<file path="config.mk">
export PLATFORM = sky130hd
export DESIGN_NAME = alu_mdu_seq_flat
export DESIGN_NICKNAME = d
export VERILOG_FILES = /design/src/rtl/alu_mdu_seq_pkg.sv /design/src/rtl/alu_mdu_seq_if.sv /design/src/rtl/alu_mdu_seq_mdu_iter.sv /design/src/rtl/alu_mdu_seq.sv /design/src/flat_wrapper.sv
export SDC_FILE = /design/constraint.sdc
export NUM_CORES = 1
export LEC_CHECK = 0
export CAP_MARGIN = 20
export CORE_MARGIN = 5
export CORE_UTILIZATION = 27
export CTS_CLUSTER_DIAMETER = 100
export DETAILED_ROUTE_END_ITERATION = 7
export SKIP_CTS_REPAIR_TIMING = 1
export SLEW_MARGIN = 5
export SYNTH_ARGS = -nofsm -noshare
export SYNTH_HDL_FRONTEND = slang
export SYNTH_SLANG_ARGS = --single-unit
</file>
<file path="constraint.sdc">
create_clock -name clk -period 6.35 [get_ports clk]
set_input_delay 0.635 -clock clk [delete_from_list [all_inputs] [get_ports clk]]
set_output_delay 0.635 -clock clk [all_outputs]
set_load 0.02 [all_outputs]
</file>
<file path="src/rtl/alu_mdu_seq_pkg.sv">
// Shared types for the execute unit: opcode encoding, FSM states and
// opcode classification helpers.
package alu_mdu_seq_pkg;

  localparam int XLEN_DEFAULT = 32;

  typedef enum logic [4:0] {
    OP_ADD    = 5'd0,
    OP_SUB    = 5'd1,
    OP_AND    = 5'd2,
    OP_OR     = 5'd3,
    OP_XOR    = 5'd4,
    OP_SLL    = 5'd5,
    OP_SRL    = 5'd6,
    OP_SRA    = 5'd7,
    OP_SLT    = 5'd8,
    OP_SLTU   = 5'd9,
    OP_PASS_A = 5'd10,
    OP_MUL    = 5'd11,
    OP_MULH   = 5'd12,
    OP_MULHSU = 5'd13,
    OP_MULHU  = 5'd14,
    OP_DIV    = 5'd15,
    OP_DIVU   = 5'd16,
    OP_REM    = 5'd17,
    OP_REMU   = 5'd18
  } alu_op_e;

  typedef enum logic [1:0] {
    IDLE = 2'd0,
    BUSY = 2'd1,
    DONE = 2'd2
  } state_e;

  // Raw 5-bit opcodes are used so that undefined encodings stay legal values.
  function automatic logic is_mul_op(logic [4:0] op);
    return (op == OP_MUL) || (op == OP_MULH) || (op == OP_MULHSU) || (op == OP_MULHU);
  endfunction

  function automatic logic is_div_op(logic [4:0] op);
    return (op == OP_DIV) || (op == OP_DIVU) || (op == OP_REM) || (op == OP_REMU);
  endfunction

endpackage

</file>
<file path="src/rtl/alu_mdu_seq_if.sv">
// Issue/writeback handshake bundle of the execute unit.
interface alu_mdu_seq_if import alu_mdu_seq_pkg::*; #(
  parameter int XLEN = XLEN_DEFAULT
) ();
  logic            flush;
  logic            in_valid;
  logic            in_ready;
  logic [4:0]      in_op;
  logic [XLEN-1:0] in_a;
  logic [XLEN-1:0] in_b;
  logic            out_valid;
  logic            out_ready;
  logic [XLEN-1:0] out_res;
  logic            busy;

  modport master (
    output flush, in_valid, in_op, in_a, in_b, out_ready,
    input  in_ready, out_valid, out_res, busy
  );

  modport slave (
    input  flush, in_valid, in_op, in_a, in_b, out_ready,
    output in_ready, out_valid, out_res, busy
  );
endinterface

</file>
<file path="src/rtl/alu_mdu_seq_mdu_iter.sv">
// Iterative multiply/divide core: radix-2 shift-add multiply and restoring
// divide on operand magnitudes, one step per cycle, XLEN steps. The sign
// fixup is applied combinationally on the last step so the result is ready
// the same edge the counter expires.
module alu_mdu_seq_mdu_iter import alu_mdu_seq_pkg::*; #(
  parameter int XLEN = XLEN_DEFAULT
) (
  input  logic            clk,
  input  logic            rst_n,
  input  logic            start,
  input  logic            flush,
  input  logic [4:0]      op,
  input  logic [XLEN-1:0] a,
  input  logic [XLEN-1:0] b,
  output logic            done,
  output logic [XLEN-1:0] result
);
  localparam int CW = $clog2(XLEN);
  localparam logic [CW-1:0] CNT_FIRST = CW'(XLEN - 1);

  logic            run_q;
  logic [CW-1:0]   cnt_q;
  logic [4:0]      op_q;
  logic            neg_q;
  logic            dz_q;
  logic [XLEN:0]   acc_q;
  logic [XLEN-1:0] lo_q;
  logic [XLEN-1:0] opd_q;

  logic            a_sgn, b_sgn, neg_in;
  logic [XLEN-1:0] a_mag, b_mag;
  logic [XLEN:0]   sum, rsh, diff, acc_n;
  logic [XLEN-1:0] lo_n;
  logic [2*XLEN-1:0] prod, prod_f;

  // Operand signs and magnitudes captured on entry
  always_comb begin
    a_sgn  = a[XLEN-1] && ((op == OP_MULH) || (op == OP_MULHSU) || (op == OP_DIV) || (op == OP_REM));
    b_sgn  = b[XLEN-1] && ((op == OP_MULH) || (op == OP_DIV) || (op == OP_REM));
    a_mag  = a_sgn ? -a : a;
    b_mag  = b_sgn ? -b : b;
    // Remainder follows the dividend; product and quotient follow both signs.
    neg_in = (op == OP_REM) ? a_sgn : (a_sgn ^ b_sgn);
  end

  // Iteration control: counter runs XLEN-1 down to 0, flush discards it
  always_ff @(posedge clk or negedge rst_n) begin
    if (!rst_n) begin
      run_q <= 1'b0;
      cnt_q <= '0;
    end else if (flush) begin
      run_q <= 1'b0;
    end else if (start) begin
      run_q <= 1'b1;
      cnt_q <= CNT_FIRST;
    end else if (run_q) begin
      if (cnt_q == '0) run_q <= 1'b0;
      else             cnt_q <= cnt_q - 1'b1;
    end
  end

  // Datapath registers: loaded on start, stepped while running
  always_ff @(posedge clk) begin
    if (start) begin
      op_q  <= op;
      neg_q <= neg_in;
      dz_q  <= (b == '0);
      acc_q <= '0;
      lo_q  <= a_mag;
      opd_q <= b_mag;
    end else if (run_q) begin
      acc_q <= acc_n;
      lo_q  <= lo_n;
    end
  end

  // One multiply or restoring-divide step
  always_comb begin
    sum  = acc_q + (lo_q[0] ? {1'b0, opd_q} : '0);
    rsh  = {acc_q[XLEN-1:0], lo_q[XLEN-1]};
    diff = rsh - {1'b0, opd_q};
    if (is_div_op(op_q)) begin
      if (diff[XLEN]) begin
        acc_n = {1'b0, rsh[XLEN-1:0]};
        lo_n  = {lo_q[XLEN-2:0], 1'b0};
      end else begin
        acc_n = {1'b0, diff[XLEN-1:0]};
        lo_n  = {lo_q[XLEN-2:0], 1'b1};
      end
    end else begin
      acc_n = {1'b0, sum[XLEN:1]};
      lo_n  = {sum[0], lo_q[XLEN-1:1]};
    end
  end

  // Final sign fixup and RISC-V divide-by-zero override
  always_comb begin
    prod   = {acc_n[XLEN-1:0], lo_n};
    prod_f = neg_q ? -prod : prod;
    done   = run_q && (cnt_q == '0);
    case (op_q)
      OP_MUL:                     result = prod_f[XLEN-1:0];
      OP_MULH, OP_MULHSU, OP_MULHU: result = prod_f[2*XLEN-1:XLEN];
      OP_DIV, OP_DIVU:            result = dz_q ? '1 : (neg_q ? -lo_n : lo_n);
      OP_REM, OP_REMU:            result = neg_q ? -acc_n[XLEN-1:0] : acc_n[XLEN-1:0];
      default:                    result = '0;
    endcase
  end

endmodule

</file>
<file path="src/rtl/alu_mdu_seq.sv">
// RV32I/RV64I execute unit with M extension. Single-cycle ALU ops, iterative
// MUL*/DIV*/REM*, valid/ready on issue and writeback sides, one result register.
module alu_mdu_seq import alu_mdu_seq_pkg::*; #(
  parameter int XLEN     = XLEN_DEFAULT,
  parameter bit MUL_ITER = 1'b1
) (
  input logic          clk,
  input logic          rst_n,
  alu_mdu_seq_if.slave bus
);
  localparam int SW = $clog2(XLEN);

  state_e                 state_q, state_d;
  logic [4:0]             op;
  logic                   iter_op, accept, start_iter, iter_done;
  logic                   in_ready, out_valid, busy;
  logic [XLEN-1:0]        alu_res, iter_res, res_q;
  logic signed [XLEN-1:0] a_s, b_s;
  logic [SW-1:0]          shamt;
  logic                   a_sx, b_sx;
  logic [2*XLEN-1:0]      a_ext, b_ext, prod;

  assign op         = bus.in_op;
  assign iter_op    = is_div_op(op) || (MUL_ITER && is_mul_op(op));
  assign accept     = bus.in_valid && in_ready && !bus.flush;
  assign start_iter = accept && iter_op;

  alu_mdu_seq_mdu_iter #(.XLEN(XLEN)) u_iter (
    .clk    (clk),
    .rst_n  (rst_n),
    .start  (start_iter),
    .flush  (bus.flush),
    .op     (op),
    .a      (bus.in_a),
    .b      (bus.in_b),
    .done   (iter_done),
    .result (iter_res)
  );

  // Single-cycle result mux; undefined opcodes fall through to ADD
  always_comb begin
    a_s   = bus.in_a;
    b_s   = bus.in_b;
    shamt = bus.in_b[SW-1:0];
    a_sx  = ((op == OP_MULH) || (op == OP_MULHSU)) && bus.in_a[XLEN-1];
    b_sx  = (op == OP_MULH) && bus.in_b[XLEN-1];
    a_ext = {{XLEN{a_sx}}, bus.in_a};
    b_ext = {{XLEN{b_sx}}, bus.in_b};
    if (MUL_ITER) prod = '0;
    else          prod = a_ext * b_ext;
    case (op)
      OP_SUB:                       alu_res = bus.in_a - bus.in_b;
      OP_AND:                       alu_res = bus.in_a & bus.in_b;
      OP_OR:                        alu_res = bus.in_a | bus.in_b;
      OP_XOR:                       alu_res = bus.in_a ^ bus.in_b;
      OP_SLL:                       alu_res = bus.in_a << shamt;
      OP_SRL:                       alu_res = bus.in_a >> shamt;
      OP_SRA:                       alu_res = a_s >>> shamt;
      OP_SLT:                       alu_res = {{(XLEN-1){1'b0}}, (a_s < b_s)};
      OP_SLTU:                      alu_res = {{(XLEN-1){1'b0}}, (bus.in_a < bus.in_b)};
      OP_PASS_A:                    alu_res = bus.in_a;
      OP_MUL:                       alu_res = prod[XLEN-1:0];
      OP_MULH, OP_MULHSU, OP_MULHU: alu_res = prod[2*XLEN-1:XLEN];
      default:                      alu_res = bus.in_a + bus.in_b;
    endcase
  end

  // FSM state register
  always_ff @(posedge clk or negedge rst_n) begin
    if (!rst_n) state_q <= IDLE;
    else        state_q <= state_d;
  end

  // FSM next state: flush wins, DONE may re-issue in the cycle it drains
  always_comb begin
    state_d = state_q;
    if (bus.flush) begin
      state_d = IDLE;
    end else begin
      case (state_q)
        IDLE, DONE: begin
          if (accept)                                  state_d = iter_op ? BUSY : DONE;
          else if ((state_q == DONE) && bus.out_ready) state_d = IDLE;
        end
        BUSY:    if (iter_done) state_d = DONE;
        default: state_d = IDLE;
      endcase
    end
  end

  // FSM outputs
  always_comb begin
    in_ready  = (state_q == IDLE) || ((state_q == DONE) && bus.out_ready);
    out_valid = (state_q == DONE);
    busy      = (state_q == BUSY);
  end

  // Result register: written only on a new result, so a stalled result holds
  always_ff @(posedge clk or negedge rst_n) begin
    if (!rst_n)                                                res_q <= '0;
    else if (accept && !iter_op)                               res_q <= alu_res;
    else if ((state_q == BUSY) && iter_done && !bus.flush)     res_q <= iter_res;
  end

  assign bus.in_ready  = in_ready;
  assign bus.out_valid = out_valid;
  assign bus.busy      = busy;
  assign bus.out_res   = res_q;

endmodule
</file>
<file path="src/flat_wrapper.sv">
// flat-port wrapper written by rule: the top's interface ports become plain ports
module alu_mdu_seq_flat import alu_mdu_seq_pkg::*;
#(
  parameter int XLEN     = XLEN_DEFAULT,
  parameter bit MUL_ITER = 1'b1
)
  (clk, rst_n, bus_flush, bus_in_valid, bus_in_op, bus_in_a, bus_in_b, bus_out_ready, bus_in_ready, bus_out_valid, bus_out_res, bus_busy);
  alu_mdu_seq_if #(.XLEN(XLEN)) bus_i ();
  input logic clk;
  input logic rst_n;
  input wire logic [$bits(bus_i.flush)-1:0] bus_flush;
  input wire logic [$bits(bus_i.in_valid)-1:0] bus_in_valid;
  input wire logic [$bits(bus_i.in_op)-1:0] bus_in_op;
  input wire logic [$bits(bus_i.in_a)-1:0] bus_in_a;
  input wire logic [$bits(bus_i.in_b)-1:0] bus_in_b;
  input wire logic [$bits(bus_i.out_ready)-1:0] bus_out_ready;
  output wire logic [$bits(bus_i.in_ready)-1:0] bus_in_ready;
  output wire logic [$bits(bus_i.out_valid)-1:0] bus_out_valid;
  output wire logic [$bits(bus_i.out_res)-1:0] bus_out_res;
  output wire logic [$bits(bus_i.busy)-1:0] bus_busy;
  assign bus_i.flush = bus_flush;
  assign bus_i.in_valid = bus_in_valid;
  assign bus_i.in_op = bus_in_op;
  assign bus_i.in_a = bus_in_a;
  assign bus_i.in_b = bus_in_b;
  assign bus_i.out_ready = bus_out_ready;
  assign bus_in_ready = bus_i.in_ready;
  assign bus_out_valid = bus_i.out_valid;
  assign bus_out_res = bus_i.out_res;
  assign bus_busy = bus_i.busy;
  alu_mdu_seq #(.XLEN(XLEN), .MUL_ITER(MUL_ITER)) u_core (.clk(clk), .rst_n(rst_n), .bus(bus_i));
endmodule
</file>
## Word-level counts from Yosys, hierarchy flattened

Cells that the tools add are included.

| cells by class | value |
|---|---|
| add/subtract/negate cells | 10 |
| $mul | 0 |
| divide/modulo/power cells | 0 |
| order comparisons | 2 |
| equal/unequal tests | 31 |
| shifts and indexed selects | 3 |
| multiplexer cells | 31 |
| bitwise logic cells | 5 |
| reductions and logical operators | 40 |

Operators with widths:

| operator | count |
|---|---|
| $mux W32 | 12 |
| $pmux W32 S11 | 1 |
| $neg A32 Y32 | 4 |
| $pmux W32 S4 | 1 |
| $eq A5 B4 Y1 const B | 13 |
| $lt A32 B32 Y1 | 2 |
| $mux W64 | 1 |
| $neg A64 Y64 | 1 |
| $add A33 B32 Y33 | 1 |
| $mux W33 | 1 |
| $sub A33 B32 Y33 | 1 |
| $add A32 B32 Y32 | 1 |
| $and A32 B32 Y32 | 1 |
| $logic_not A32 Y1 | 1 |
| $or A32 B32 Y32 | 1 |
| $shl A32 B5 Y32 | 1 |
| $shr A32 B5 Y32 | 1 |
| $sshr A32 B5 Y32 | 1 |
| $sub A32 B32 Y32 | 1 |
| $xor A32 B32 Y32 | 1 |
| $eq A5 B5 Y1 const B | 6 |
| $eq A5 B3 Y1 const B | 4 |
| $logic_or A1 B1 Y1 | 16 |
| $mux W5 | 3 |
| 23 further kinds | 46 |

| storage, ports and cells | value |
|---|---|
| register bits | 144 |
| bits in latches | 0 |
| memory bits (writable) | 0 |
| memory bits (read-only) | 0 |
| input port bits | 74 |
| output and inout port bits | 35 |
| memories | 0 |

## Depth between registers and ports, before layout

Gate-level depths: netlist of run 1.

| depth | value |
|---|---|
| depth in word-level cells | 11 |
| mapped depth | 25 |

## Cells and area by module

Synthesis of run 1 repeated with hierarchy kept, for this count alone.

| second synthesis, totals | value |
|---|---|
| cells, all modules | 3177 |
| area total of the unflattened synthesis | 23826.6 um^2 |

By module, submodules not included:

| module | times used | cells an instance | area an instance (um^2) | sequential area each (um^2) |
|---|---|---|---|---|
| alu_mdu_seq_mdu_iter | 1 | 1708 | 13244.0 | 2922.8 |
| alu_mdu_seq | 1 | 1469 | 10582.6 | 850.8 |

## Worst setup path before layout of run 1

Ideal clock, no wire load.

| path | value |
|---|---|
| kind | input to register |
| from | input bus_in_b[2] |
| to | register u_core.res_q[31], in the netlist u_core.bus.out_res[31] |
| library setup time | 0.142 ns |
| arrival time | 5.490 ns |
| path slack | 0.719 ns |
| stages on the path | 20 |
| buffers on the path | 5 |
| cell sequence | clkbuf_1 inv_2 buf_1 clkbuf_1 buf_1 ha_1 clkbuf_1 nor2_1 o41a_1 a2111o_1 a21o_1 a211o_1 a31oi_1 a311o_1 a41oi_1 a21oi_1 a2111oi_0 or3_1 o21ai_0 o221ai_1 |

| between the ends | value |
|---|---|
| cells in the longest elaborated chain, start to end | 3 |
| elaborated cells between the ends (all ways) | 7 |
| those cells by class | add/sub (2); shift (3); mux (2) |

Ends and longest elaborated chain:

| element | RTL line | text |
|---|---|---|
| from (decl) | flat_wrapper.sv:15 | `input wire logic [$bits(bus_i.in_b)-1:0] bus_in_b;` |
| $add A32 B32 Y32 (tied with other cells) | alu_mdu_seq.sv:64 | `default: alu_res = bus.in_a + bus.in_b;` |
| $pmux W32 S11 * | alu_mdu_seq.sv:51 | `case (op)` |
| $mux W32 * | alu_mdu_seq.sv:101 | `else if (accept && !iter_op) res_q <= alu_res;` |
| to (signal assigned) | alu_mdu_seq.sv:101 |  |
| to (signal assigned) | alu_mdu_seq.sv:102 | `else if ((state_q == BUSY) && iter_done && !bus.flush) res_q <= iter_res;` |
| to (decl) | alu_mdu_seq.sv:17 | `logic [XLEN-1:0] alu_res, iter_res, res_q;` |

Every way passes the cells marked *; elsewhere a longest branch is shown, timed or not.
A chain may end at the register's enable or synchronous reset.

## Worst setup path in the final report of run 1

| path | value |
|---|---|
| from | register u_core.u_iter.lo_q[31] |
| to | register u_core.res_q[8], in the netlist u_core.bus.out_res[8] |

| between the ends | value |
|---|---|
| cells in the longest elaborated chain, start to end | 9 |
| elaborated cells between the ends (all ways) | 15 |
| those cells by class | add/sub (4); mux (11) |

Ends and longest elaborated chain:

| element | RTL line | text |
|---|---|---|
| from (decl) | alu_mdu_seq_mdu_iter.sv:27 | `logic [XLEN-1:0] lo_q;` |
| from (signal assigned) | alu_mdu_seq_mdu_iter.sv:69 | `lo_q <= a_mag;` |
| from (signal assigned) | alu_mdu_seq_mdu_iter.sv:73 | `lo_q <= lo_n;` |
| $sub A33 B32 Y33 | alu_mdu_seq_mdu_iter.sv:81 | `diff = rsh - {1'b0, opd_q};` |
| $mux W1 | alu_mdu_seq_mdu_iter.sv:83 | `if (diff[XLEN]) begin` |
| $mux W32 | alu_mdu_seq_mdu_iter.sv:82 | `if (is_div_op(op_q)) begin` |
| $neg A32 Y32 | alu_mdu_seq_mdu_iter.sv:104 | `OP_DIV, OP_DIVU: result = dz_q ? '1 : (neg_q ? -lo_n : lo_n);` |
| $mux W32 (2 in a row) | alu_mdu_seq_mdu_iter.sv:104 |  |
| $pmux W32 S4 * | alu_mdu_seq_mdu_iter.sv:101 | `case (op_q)` |
| $mux W32 * | alu_mdu_seq.sv:102 |  |
| $mux W32 * | alu_mdu_seq.sv:101 |  |

Every way passes the cells marked *; elsewhere a longest branch is shown, timed or not. The select of a mux whose other input is x is not followed.

==> flow_summary.toml, run 1 <==
[detailed_routing]
drc = 0
totalWireLength_um = 109000
wl_per_cell_um = 24.8
vias = 26100
drt_iter0_drc = 3284
vias_per_cell = 5.96
dr.pass1.iters = 6
postRouteAntennaNets = 0

[sta]
period_share = 0.933
rsz0062_at_grt = "no"
finalSetupViolations = 0
whs_ns = 0.275
maxSlewViolCount = 0
clock_skew_ns = 0.0113
setup_tns_ns = 0
tightest_slew_ns = 1.08
fmax_ghz = 0.169
fin_crit_ns = 5.92
final_hold_viol_count = 0
slew_headroom = 0.281

[layout]
nNetsFinal = 3461
area_growth_pct = 13.7
final_cell_mix = "nor2_1, a21oi_1, nand2_1"
final_area_sq_mm = 0.0262
layout-drive-gt1-share = 0.0740
final_util = 0.309
final_common_cell = "nor2_1"
diodes = 0

[synth]
syn_area_sq_mm = 0.0231
synth_top_cell_by_area = "edfxtp_1"
async_reset_ff_frac = 0.280
yosys-mux-area-fraction = 0.0744
synth-edff-count = 71
synthAdderAreaFrac = 0.0940
ys_warn_count = 0
synth_area_leaders = "edfxtp_1, ha_1, a21oi_1"
syn-num-nets = 3448
synth_compound_area_frac = 0.324
ys_ff_latch = 143
syn_avg_cell_area_sq_um = 7.21
synth_xor_area_frac = 0.0694
synthSimpleGateAreaFrac = 0.208
ys_types = 101
netlist.area_leader.share = 0.0924
synthCells = 3203
yosysSeqAreaShare = 0.164
synth_top_family_by_area = "compound AO/OA/AOI/OAI gates"
synth-main-ff-cell = "edfxtp_1"

[power]
ir_drop_uv = 158
power.total_mw = 7.13
power_density_mw_per_mm2 = 272
cellLeakagePower_nw = 10.1

[global_route]
antenna_found_initial = 6
grt_pass1_wl_um = 159000
grt.total_usage = 0.228
grt-ovfl-total = 0
grt_pass1_vias = 24200
grt_max_degree = 73

[cts]
numCtsBuffers = 17
clock_latency_ns = 0.46
clkSinkCount = 143
path_clk_slew_ns = 0.07
cts-root-buf = "clkbuf_16"
cts_tree = "done"
htreeDepth = 4
clockBufferDepth = 2

[worst_hold_path]
hold_class = "in -> async"

[critical_path]
worstPathMaxFanout = 7
cp.required_ns = 6.74
end_kind = "flip-flop"
cp.arrival_ns = 6.32
critical_path_class = "reg -> reg"
start_kind = "flip-flop"

[floorplanning]
start_util = 0.271
fp.dieW_um = 302
core_area_sq_mm = 0.0850
ios = 109
die_y_um = 302
dieArea_sq_mm = 0.0914
rows = 107

[place]
post_dp_cell_area_sq_mm = 0.0256
place_congestion = 1.00
numPortBuffers = 108
dp_hpwl_um = 85700

[job]
drv_cap = 0

[status]
status = "finished, final reports clean"
kinds of logic (layout without fill, tap and decap cells):
logic type	Yosys count	count (layout)
flip-flops	143	143
AO/OA/AOI/OAI	1134	1134
multiplexers	144	144
XOR/XNOR	183	183
adder cells (fa/ha/maj)	171	171
AND/OR/NAND/NOR	1026	1026
buffers and inverters	402	428
final cells by class:
type | instances | area, sq um
clock buffer | 19 | 464
clock inverter | 13 | 116
fill | 9336 | 58800
inverter | 168 | 631
multi-input combinational | 2658 | 17800
sequential | 143 | 3770
tap | 1144 | 1430
timing repair buffer | 228 | 1990
registers in the layout, indices dropped and copies added (netlist names), 2 cells and up:
signal / flops
u_core.bus.out_res: 32
u_core.state_q: 2
u_core.u_iter.acc_q: 32
u_core.u_iter.cnt_q: 5
u_core.u_iter.lo_q: 32
u_core.u_iter.op_q: 5
u_core.u_iter.opd_q: 32
critical path, stage by stage (launching register included):
cell and delay, ns:
edfxtp_1 0.36, inv_1 0.13, ha_1 0.18, inv_1 0.05
fa_1 0.45, a211oi_4 0.32, o21ai_2 0.14, o21ai_2 0.26
a211oi_2 0.12, nor4_2 0.20, o31a_1 0.30, ha_1 0.22
or3b_2 0.46, nor3_1 0.17, and3_1 0.20, o221a_2 0.22
nand2_2 0.12, a2111o_1 0.34, o41a_1 0.45, a21o_1 0.26
nand2_1 0.15, a21oi_1 0.09, a311o_1 0.36, a21oi_1 0.16
a221o_1 0.14
synthesized netlist by cell type (59+ instances only):
master and number:
xnor2_1 143, mux2i_1 113, o21ai_0 254, inv_1 159
a21oi_1 294, nand2_1 258, ha_1 167, nor2_1 353
edfxtp_1 71, nor3_1 99, nand3_1 59, clkbuf_1 194
report_power, final:
part           internal (mW)  leakage, nW  switching [mW]
sequential              1.16         1.40           0.284
combinational           1.70         8.41            2.94
clock                  0.549        0.289           0.490
per-stage QoR:
step,std cells,setup slack (ns)
3_5_place_dp,4338,0.422
6_report,4373,0.427
4_1_cts,4370,0.344
5_1_grt,4373,0.0721
2_1_floorplan,3203,0.719
3_3_place_gp,4338,0.533
final timing paths:
kind	slack [ns]	end	startpoint	cells after the start
max	0.43	u_core.bus.out_res[8]$_DFFE_PN0P_	u_core.u_iter.lo_q[31]$_DFFE_PP_	24
min	0.27	u_core.u_iter.cnt_q[2]$_DFFE_PN0P_	rst_n	2
max reg2reg	0.43	u_core.bus.out_res[8]$_DFFE_PN0P_	u_core.u_iter.lo_q[31]$_DFFE_PP_	24
min reg2reg	0.52	u_core.bus.out_res[3]$_DFFE_PN0P_	u_core.bus.out_res[3]$_DFFE_PN0P_	2
max in group asynchronous	5.62	u_core.bus.out_res[9]$_DFFE_PN0P_	rst_n	2
min in group clk	0.52	u_core.bus.out_res[3]$_DFFE_PN0P_	u_core.bus.out_res[3]$_DFFE_PN0P_	2
layer usage:
metal	up-vias	GRT usage	wire length, um
li1	11900	-	-
met1	12500	0.307	45300
met2	1363	0.367	49200
met3	216	0.0389	9650
met4	6	0.0827	4340
met5	-	0	44
(Power assumes the default switching activity.)
==> inputs of run 2 (changes only) <==
--- a/config.mk
+++ b/config.mk
@@ -9,7 +9,9 @@
 export CORE_MARGIN = 5
 export CORE_UTILIZATION = 27
 export CTS_CLUSTER_DIAMETER = 100
+export CTS_CLUSTER_SIZE = 14
 export DETAILED_ROUTE_END_ITERATION = 7
+export MAX_ROUTING_LAYER = met4
 export SKIP_CTS_REPAIR_TIMING = 1
 export SLEW_MARGIN = 5
 export SYNTH_ARGS = -nofsm -noshare
==> flow_summary.toml, run 2 (synthesis results as in run 1) <==
[layout]
area_growth_pct = 13.6
final_common_cell = "nor2_1"
fillCellCount = 9218
final_cell_mix = "nor2_1, a21oi_1, nand2_1"
final_area_sq_mm = 0.0262
nNetsFinal = 3464
layout-drive-gt1-share = 0.0739
multi_input_area_sq_mm = 0.0178
regArea_sq_mm = 0.00377

[detailed_routing]
vias_per_cell = 5.94
postRouteAntennaNets = 0
drt_iter0_drc = 3664
drc = 0
dr.pass1.iters = 6
totalWireLength_um = 109000
vias = 26000
wl_per_cell_um = 24.9

[cts]
clock_latency_ns = 0.46
cts-root-buf = "clkbuf_16"
cts_tree = "done"
path_clk_slew_ns = 0.07
clkSinkCount = 143
clockBufferDepth = 2
numCtsBuffers = 17
htreeDepth = 4

[sta]
setup_tns_ns = 0
maxSlewViolCount = 0
rsz0062_at_grt = "no"
finalSetupViolations = 0
fin_crit_ns = 6.06
clock_skew_ns = 0.0134
final_hold_viol_count = 0
tightest_slew_ns = 0.953
fmax_ghz = 0.165
slew_headroom = 0.364
period_share = 0.954

[job]
drv_cap = 0

[critical_path]
start_kind = "flip-flop"
reg2reg_slack_ns = 0.29
rr_worst_depth = 24
r2r-end = "u_core.bus.out_res[8]$_DFFE_PN0P_"
worstPathMaxFanout = 7
cp.required_ns = 6.74
end_kind = "flip-flop"
r2r-start = "u_core.u_iter.lo_q[31]$_DFFE_PP_"
cp.arrival_ns = 6.44
critical_path_class = "reg -> reg"

[place]
dp_hpwl_um = 86100
place_congestion = 1.02
numPortBuffers = 108
post_dp_cell_area_sq_mm = 0.0256

[global_route]
grt.total_usage = 0.235
antenna_found_initial = 8
grt_pass1_vias = 23900
grt_max_degree = 71
grt_pass1_wl_um = 160000
grt-ovfl-total = 0

[floorplanning]
rows = 107
die_y_um = 302
start_util = 0.271
dieArea_sq_mm = 0.0914
core_area_sq_mm = 0.0850
fp.dieW_um = 302
ios = 109

[power]
cellLeakagePower_nw = 10.1
ir_drop_uv = 156
power_density_mw_per_mm2 = 268

[worst_hold_path]
hold_class = "in -> async"

[status]
status = "finished, final reports clean"
==> run 2: cell count changes in the layout (fill, tap and decap cells not counted) <==
cell | previous run | this run
buf_12 | 3 | 1
buf_4 | 118 | 123
clkbuf_1 | 0 | 2
clkbuf_8 | 1 | 0
clkinv_2 | 0 | 2
clkinv_4 | 4 | 2
clkinvlp_4 | 0 | 6
diode_2 | 0 | 6
inv_6 | 6 | 1
inv_8 | 2 | 0
nand2_1 | 256 | 257
nand2_2 | 3 | 2
==> run 2: final cells by class <==
type / count / area share
antenna: 6 / 0.000573
clock buffer: 20 / 0.0175
clock inverter: 12 / 0.00334
inverter: 168 / 0.0241
multi-input combinational: 2658 / 0.680
sequential: 143 / 0.144
tap: 1144 / 0.0546
timing repair buffer: 231 / 0.0759
==> run 2: worst max-delay path by stage <==
| stage | startpoint | to | slack (ns) | cells after the start |
|---|---|---|---|---|
| finish | u_core.u_iter.lo_q[31]$_DFFE_PP_ | u_core.bus.out_res[8]$_DFFE_PN0P_ | 0.29 | 24 |
| global placement | u_core.u_iter.lo_q[31]$_DFFE_PP_ | u_core.bus.out_res[8]$_DFFE_PN0P_ | 0.45 | 24 |
| detailed placement | u_core.u_iter.lo_q[31]$_DFFE_PP_ | u_core.bus.out_res[8]$_DFFE_PN0P_ | 0.35 | 24 |
| floorplan | bus_in_b[2] | u_core.bus.out_res[31]$_DFFE_PN0P_ | 0.72 | 20 |
| global route | u_core.u_iter.lo_q[31]$_DFFE_PP_ | u_core.bus.out_res[8]$_DFFE_PN0P_ | 0.01 | 24 |
| CTS | u_core.u_iter.lo_q[31]$_DFFE_PP_ | u_core.bus.out_res[8]$_DFFE_PN0P_ | 0.29 | 24 |
==> run 2: power by group <==
part | leakage [nW] | switching, mW | internal (mW)
clock network | 0.250 | 0.445 | 0.522
registers | 1.40 | 0.284 | 1.16
logic | 8.41 | 2.93 | 1.69
total | 10.1 | 3.66 | 3.38
==> run 2: metal layers <==
layer	GRT usage	up-vias	wire length [um]
li1	-	11900	-
met1	0.314	12500	46500
met2	0.371	1370	49400
met3	0.0300	205	9180
met4	0.0753	0	4020
met5	-	-	0
==> run 2: per-stage QoR <==
stage	worst slack [ns]	util	total power [mW]	hold slack, ns	instances
CTS	0.290	0.308	6.92	0.296	4373
detailed placement	0.350	0.301	5.93	0.475	4341
global route	0.0128	0.308	7.46	0.311	4381
global placement	0.451	0.301	5.93	0.464	4341
floorplan	0.719	-	4.40	0.339	3203
finish	0.294	0.308	7.04	0.270	4382
==> run 2: worst max-delay path, stage by stage, from the launching register on <==
cell      delay (ns)
edfxtp_1        0.35
inv_1           0.11
ha_1            0.17
inv_1           0.05
fa_1            0.44
a211oi_4        0.27
o21ai_1         0.19
o21ai_2         0.27
a211oi_2        0.12
nor4_2          0.19
o31a_1          0.35
ha_1            0.25
or3b_2          0.46
nor3_1          0.18
and3_1          0.22
o221a_2         0.20
nand2_1         0.18
a2111o_1        0.37
o41a_1          0.45
a21o_1          0.26
nand2_1         0.14
a21oi_1         0.09
a311o_1         0.36
a21oi_1         0.16
a221o_1         0.13
